### src/rtl/riscv_pkg.sv
// Shared definitions for the RISC-V decode stage: instruction field
// positions, major opcodes and the ID/EX control bundle.
package riscv_pkg;

    // Instruction field bit positions
    localparam int OPCODE_LSB = 0;
    localparam int OPCODE_MSB = 6;
    localparam int RD_LSB     = 7;
    localparam int RD_MSB     = 11;
    localparam int FUNCT3_LSB = 12;
    localparam int FUNCT3_MSB = 14;
    localparam int RS1_LSB    = 15;
    localparam int RS1_MSB    = 19;
    localparam int RS2_LSB    = 20;
    localparam int RS2_MSB    = 24;
    localparam int FUNCT7_LSB = 25;
    localparam int FUNCT7_MSB = 31;

    // Widest register index an instruction can carry
    localparam int REG_IDX_W = RD_MSB - RD_LSB + 1;

    // Major opcodes
    localparam logic [6:0] OP_RTYPE = 7'b0110011;
    localparam logic [6:0] OP_ITYPE = 7'b0010011;
    localparam logic [6:0] OP_LOAD  = 7'b0000011;

    // Decoded fields carried in the ID/EX register alongside the operands
    typedef struct packed {
        logic                 valid;
        logic [REG_IDX_W-1:0] rd;
        logic [6:0]           opcode;
        logic [2:0]           funct3;
        logic [6:0]           funct7;
    } idex_t;

endpackage

### src/rtl/riscv_regfile.sv
// Architectural register file: one write port, two combinational read
// ports with optional writeback forwarding and optional hard-wired zero.
module riscv_regfile
    import riscv_pkg::*;
#(
    parameter int XLEN     = 64,
    parameter int NREGS    = 32,
    parameter int BYPASS   = 1,
    parameter int ZERO_REG = 1
) (
    input  logic                     clk,
    input  logic                     reset,
    input  logic [$clog2(NREGS)-1:0] i_rs1,
    input  logic [$clog2(NREGS)-1:0] i_rs2,
    input  logic                     i_we,
    input  logic [$clog2(NREGS)-1:0] i_wb_rd,
    input  logic [XLEN-1:0]          i_wdata,
    output logic [XLEN-1:0]          o_rdata1,
    output logic [XLEN-1:0]          o_rdata2
);

    localparam int AW = $clog2(NREGS);

    logic [XLEN-1:0] r_regs [NREGS];
    logic            w_wr_en;

    // Writes to x0 are discarded when it is hard-wired to zero
    assign w_wr_en = i_we && !((ZERO_REG != 0) && (i_wb_rd == '0));

    // Resolve one read: zero register first, then forwarding, then storage
    function automatic logic [XLEN-1:0] f_read(
        input logic [AW-1:0]   idx,
        input logic [XLEN-1:0] stored
    );
        if ((ZERO_REG != 0) && (idx == '0))
            return '0;
        else if ((BYPASS != 0) && i_we && (i_wb_rd == idx))
            return i_wdata;
        else
            return stored;
    endfunction

    // Storage array with a single write port
    // NOTE: the array is reset because a reset must leave every register
    // reading zero; this keeps it in flops rather than a RAM macro.
    always_ff @(posedge clk or posedge reset) begin
        if (reset) begin
            for (int i = 0; i < NREGS; i++)
                r_regs[i] <= '0;
        end else if (w_wr_en) begin
            r_regs[i_wb_rd] <= i_wdata;
        end
    end

    // Both read ports, resolved combinationally in the decode cycle
    // NOTE: every output gets a default first so no path can infer a latch.
    always_comb begin
        o_rdata1 = '0;
        o_rdata2 = '0;
        o_rdata1 = f_read(i_rs1, r_regs[i_rs1]);
        o_rdata2 = f_read(i_rs2, r_regs[i_rs2]);
    end

endmodule

### src/rtl/riscv_id_regfile.sv
// Instruction-decode stage: splits the instruction into fields, reads two
// operands from the register file and registers everything into ID/EX.
module riscv_id_regfile
    import riscv_pkg::*;
#(
    parameter int XLEN     = 64,
    parameter int NREGS    = 32,
    parameter int BYPASS   = 1,
    parameter int ZERO_REG = 1
) (
    input  logic                     clk,
    input  logic                     reset,
    input  logic [31:0]              instruction,
    input  logic                     in_valid,
    input  logic                     stall,
    input  logic                     flush,
    input  logic                     RegWrite,
    input  logic [$clog2(NREGS)-1:0] wb_rd,
    input  logic [XLEN-1:0]          WriteData,
    output logic [XLEN-1:0]          ReadData1,
    output logic [XLEN-1:0]          ReadData2,
    output logic [$clog2(NREGS)-1:0] rd_out,
    output logic [6:0]               opcode_out,
    output logic [2:0]               funct3_out,
    output logic [6:0]               funct7_out,
    output logic                     out_valid
);

    localparam int AW = $clog2(NREGS);

    logic [REG_IDX_W-1:0] w_rs1_full;
    logic [REG_IDX_W-1:0] w_rs2_full;
    logic [AW-1:0]        w_rs1;
    logic [AW-1:0]        w_rs2;
    logic [XLEN-1:0]      w_rdata1;
    logic [XLEN-1:0]      w_rdata2;
    idex_t                w_dec;

    idex_t                r_idex;
    logic [XLEN-1:0]      r_rdata1;
    logic [XLEN-1:0]      r_rdata2;

    // Source indices, truncated to the register file's index width
    assign w_rs1_full = instruction[RS1_MSB:RS1_LSB];
    assign w_rs2_full = instruction[RS2_MSB:RS2_LSB];
    assign w_rs1      = w_rs1_full[AW-1:0];
    assign w_rs2      = w_rs2_full[AW-1:0];

    // Field decode of the incoming instruction
    always_comb begin
        w_dec        = '0;
        w_dec.valid  = in_valid;
        w_dec.rd     = instruction[RD_MSB:RD_LSB];
        w_dec.opcode = instruction[OPCODE_MSB:OPCODE_LSB];
        w_dec.funct3 = instruction[FUNCT3_MSB:FUNCT3_LSB];
        w_dec.funct7 = instruction[FUNCT7_MSB:FUNCT7_LSB];
    end

    riscv_regfile #(
        .XLEN     (XLEN),
        .NREGS    (NREGS),
        .BYPASS   (BYPASS),
        .ZERO_REG (ZERO_REG)
    ) u_regfile (
        .clk      (clk),
        .reset    (reset),
        .i_rs1    (w_rs1),
        .i_rs2    (w_rs2),
        .i_we     (RegWrite),
        .i_wb_rd  (wb_rd),
        .i_wdata  (WriteData),
        .o_rdata1 (w_rdata1),
        .o_rdata2 (w_rdata2)
    );

    // ID/EX register: flush drops valid but keeps data, stall holds all
    // NOTE: non-blocking assignments so every flop samples pre-edge values.
    always_ff @(posedge clk or posedge reset) begin
        if (reset) begin
            r_idex   <= '0;
            r_rdata1 <= '0;
            r_rdata2 <= '0;
        end else if (flush) begin
            r_idex.valid <= 1'b0;
        end else if (!stall) begin
            r_idex   <= w_dec;
            r_rdata1 <= w_rdata1;
            r_rdata2 <= w_rdata2;
        end
    end

    assign ReadData1  = r_rdata1;
    assign ReadData2  = r_rdata2;
    assign rd_out     = r_idex.rd[AW-1:0];
    assign opcode_out = r_idex.opcode;
    assign funct3_out = r_idex.funct3;
    assign funct7_out = r_idex.funct7;
    assign out_valid  = r_idex.valid;

endmodule

### config.mk
export PLATFORM = sky130hd
export DESIGN_NAME = riscv_id_regfile
export DESIGN_NICKNAME = d
export VERILOG_FILES = /design/src/rtl/riscv_pkg.sv /design/src/rtl/riscv_regfile.sv /design/src/rtl/riscv_id_regfile.sv
export SDC_FILE = /design/constraint.sdc
export NUM_CORES = 2
export LEC_CHECK = 0
export CAP_MARGIN = 20
export CORE_UTILIZATION = 45
export DETAILED_ROUTE_END_ITERATION = 6
export DONT_BUFFER_PORTS = 1
export PLACE_DENSITY = 0.67
export SYNTH_ARGS = -nofsm -noshare
export SYNTH_HDL_FRONTEND = slang
export SYNTH_HIERARCHICAL = 1
export SYNTH_SLANG_ARGS = --single-unit
### constraint.sdc
create_clock -name clk -period 138.5 [get_ports clk]
set_input_delay 13.85 -clock clk [delete_from_list [all_inputs] [get_ports clk]]
set_output_delay 13.85 -clock clk [all_outputs]
set_load 0.1 [all_outputs]
==> impl_metrics.ini <==
[sta]
fin_skew_ps = 37.37
min_period_over_period_pct = 13.12
fin_ws_ps = 120320
period_needed_ps = 18180
max_freq_mhz = 55.01
worst_slew_pin_slew_ps = 2835
maxSlewHeadroom_pct = -89.01
setup_viol = 0
rsz0062_at_grt = no
hold_violations = 0
slew_viol_final = 765
tns_ps = 0

[finish]
layoutNonFillerInstCount = 10876
fin_nets = 7401
drive_above_1_share_pct = 47.81
area_growth_pct = 7.349
fin_util_pct = 48.68

[setup_path]
startpoint = reset
critical_path_arrival_ps = 19210
worstPathRequired_ps = 139530
worstReg2RegEnd = ReadData2[40]
cp-end-kind = async pin
r2r_slack_ps = 135930
r2r_start = u_regfile/r_regs[1512]
reg2reg_depth = 6
path_class = in2async
worst_setup_path_start_kind = input port
crit_end = u_regfile/r_regs[789]
path_max_fanout = 127

[detailed_routing]
viasPerCell = 6.890
drt_iter0_drc = 8657
postRouteAntennaNets = 0
num_vias = 74940
drc_errors = 0
avgRoutedWirePerCell_um = 36.69
dr.pass1.iters = 7
wirelength_um = 399000

[clocking]
clkLatencyLatePin_ps = 900
postCtsSetupRepairBufs = 0
ctsResizeCount = 0
clock-sinks = 2199
ctsLongestPathBuffers = 3
clk_pin_slew_ps = 60
cts-buffers-inserted = 227
cts_tree = built
ctsRootBufferMaster = clkbuf_16
htreeDepth = 4
holdBufCountCts = 0

[pwr]
leakage_nw = 54.39
p_seq_share_pct = 49.0
clkPwrFrac_pct = 33.5
p_sw_w = 0.0005554
power_density_mw_per_mm2 = 15.22
switching_share_pct = 29.14
ir_drop_v = 0.00001099
internal_power_w = 0.001350
p_comb_share_pct = 17.5

[run]
drv_cap = 0

[die]
core-area_mm2 = 0.2572
io_pins = 258
row_count = 186
die_h_um = 511.1
start_util_pct = 45.35
die_w_um = 511.1
die_area_mm2 = 0.2612

[yosys]
async_reset_ff_share_pct = 100.0
synth.distinct_cells = 67
netlist_instances = 7803
yosysSeqAreaShare_pct = 47.18
syn_nets = 7910
ys_ff_latch = 2199
ys.flop_type = dfrtp_1
syn_area_mm2 = 0.1166
ys_warn_count = 6
synth_edf_count = 0
post_synth.cell_area_avg_um2 = 14.95

[placed_design]
io_buffers = 0
gp_congestion = 0.8033
pre_cts_ws_ps = 119020
dp.cells = 10438
dp_hpwl_um = 204100

[grt]
grt_pass1_wl_um = 572300
gr-total-overflow = 0
grtUsageTotal_pct = 30.24
first_global_vias = 77348
antenna_found_initial = 20
grt_max_degree = 612

[outcome]
status = finished with violations
violations = max-slew violations

[min_path]
min_path_type = reg2reg
-- final cells by class --
| type | instances | area, um2 |
|---|---|---|
| fill | 21539 | 132000 |
| multi-input combinational | 4714 | 56820 |
| sequential | 2199 | 55030 |
| clock buffer | 352 | 6938 |
| tap | 3384 | 4234 |
| timing repair buffer | 150 | 1295 |
| clock inverter | 67 | 832.0 |
| inverter | 2 | 22.52 |
| antenna | 8 | 20.02 |
-- state kept, by name, summed over array words and instances, names as in the netlist --
name              flops
ReadData1            64
rd_out                5
u_regfile/r_regs   2048
funct3_out            3
funct7_out            7
opcode_out            7
ReadData2            64
out_valid             1
-- power by group through the flow --
stage | clock network [W] | registers, W | logic (W)
global placement | 0 | 0.000931 | 0.000317
detailed placement | 0 | 0.000941 | 0.000326
finish | 0.000639 | 0.000934 | 0.000333
global route | 0.000674 | 0.000948 | 0.000351
floorplan | 0 | 0.000913 | 0.000291
CTS | 0.000647 | 0.000930 | 0.000328
-- synth_stat cells, types with 11 or more instances --
cell type	count	area, um2
dfrtp_1	2199	55030
a211oi_1	69	518.0
nand2_2	12	75.07
a21oi_1	83	415.4
nand2b_1	11	68.82
mux2_2	2077	23390
nor2b_1	20	125.1
mux2_4	100	1501
clkbuf_1	393	1475
a22oi_1	133	998.5
a22o_1	65	569.3
nor2_1	64	240.2
mux2_1	27	304.0
o21ai_0	82	410.4
o221ai_1	40	350.3
nor3_1	25	125.1
nand3_1	14	70.07
o2111ai_1	13	113.9
mux4_2	787	17720
o22ai_1	157	982.2
buf_1	28	105.1
buf_2	232	1161
buf_6	125	1408
buf_8	14	210.2
o221a_2	21	236.5
a311oi_1	21	183.9
a221oi_1	49	429.2
buf_4	82	615.6
mux2i_1	562	5625
nand2_1	121	454.2
o211ai_1	24	180.2
a21o_1	12	90.09
-- routing by layer --
| metal | global-route usage, % | vias to the layer above | wire length (um) |
|---|---|---|---|
| met4 | 15.17 | 24 | 22150 |
| met3 | 8.084 | 1055 | 37980 |
| met2 | 47.46 | 3944 | 185100 |
| met1 | 38.57 | 40840 | 153500 |
| li1 | - | 29077 | - |
| met5 | 0.3836 | - | 263 |
-- per-stage QoR --
step           area (um2)  hold WS (ps)  total power [W]
2_1_floorplan      116600         441.3         0.001204
3_3_place_gp       117200         376.4         0.001247
3_5_place_dp       117200         383.3         0.001267
4_1_cts            125000         396.8         0.001905
5_1_grt            125200         409.5         0.001973
6_report           125200         395.2         0.001906
-- worst max-delay path, stage by stage --
cell and delay, ps:
inv_8 530, buf_4 730, buf_4 730, buf_4 720, buf_4 680, buf_4 720
buf_4 590, buf_12 310
-- how the worst min path moves through the flow --
stage | start | to | slack [ps] | depth (start not counted)
3_5_place_dp | u_regfile/r_regs[1999] | u_regfile/r_regs[1999] | 380 | 0
2_1_floorplan | u_regfile/r_regs[1988] | u_regfile/r_regs[1988] | 440 | 1
5_1_grt | u_regfile/r_regs[2035] | u_regfile/r_regs[2035] | 410 | 0
4_1_cts | u_regfile/r_regs[2046] | u_regfile/r_regs[2046] | 400 | 0
6_report | u_regfile/r_regs[2021] | u_regfile/r_regs[2021] | 400 | 0
3_3_place_gp | u_regfile/r_regs[2026] | u_regfile/r_regs[2026] | 380 | 0
-- kinds of logic after synthesis --
family	Yosys count	share of synthesized area [%]
buf+inv	890	4.460
flops	2199	47.18
compound gates	818	5.088
xor+xnor	10	0.07510
mux	3562	41.83
simple gates	324	1.366
-- placed cells by master (no fill, tap or decap), types with 82 or more instances in the layout --
cell type	n
dfrtp_1	2199
mux2_2	2077
mux4_2	787
mux2i_1	562
clkbuf_16	233
o22ai_1	157
buf_4	133
a22oi_1	133
nand2_1	113
mux2_4	100
a21oi_1	83
o21ai_0	82
Note: power is estimated with default switching activity, not from simulation.
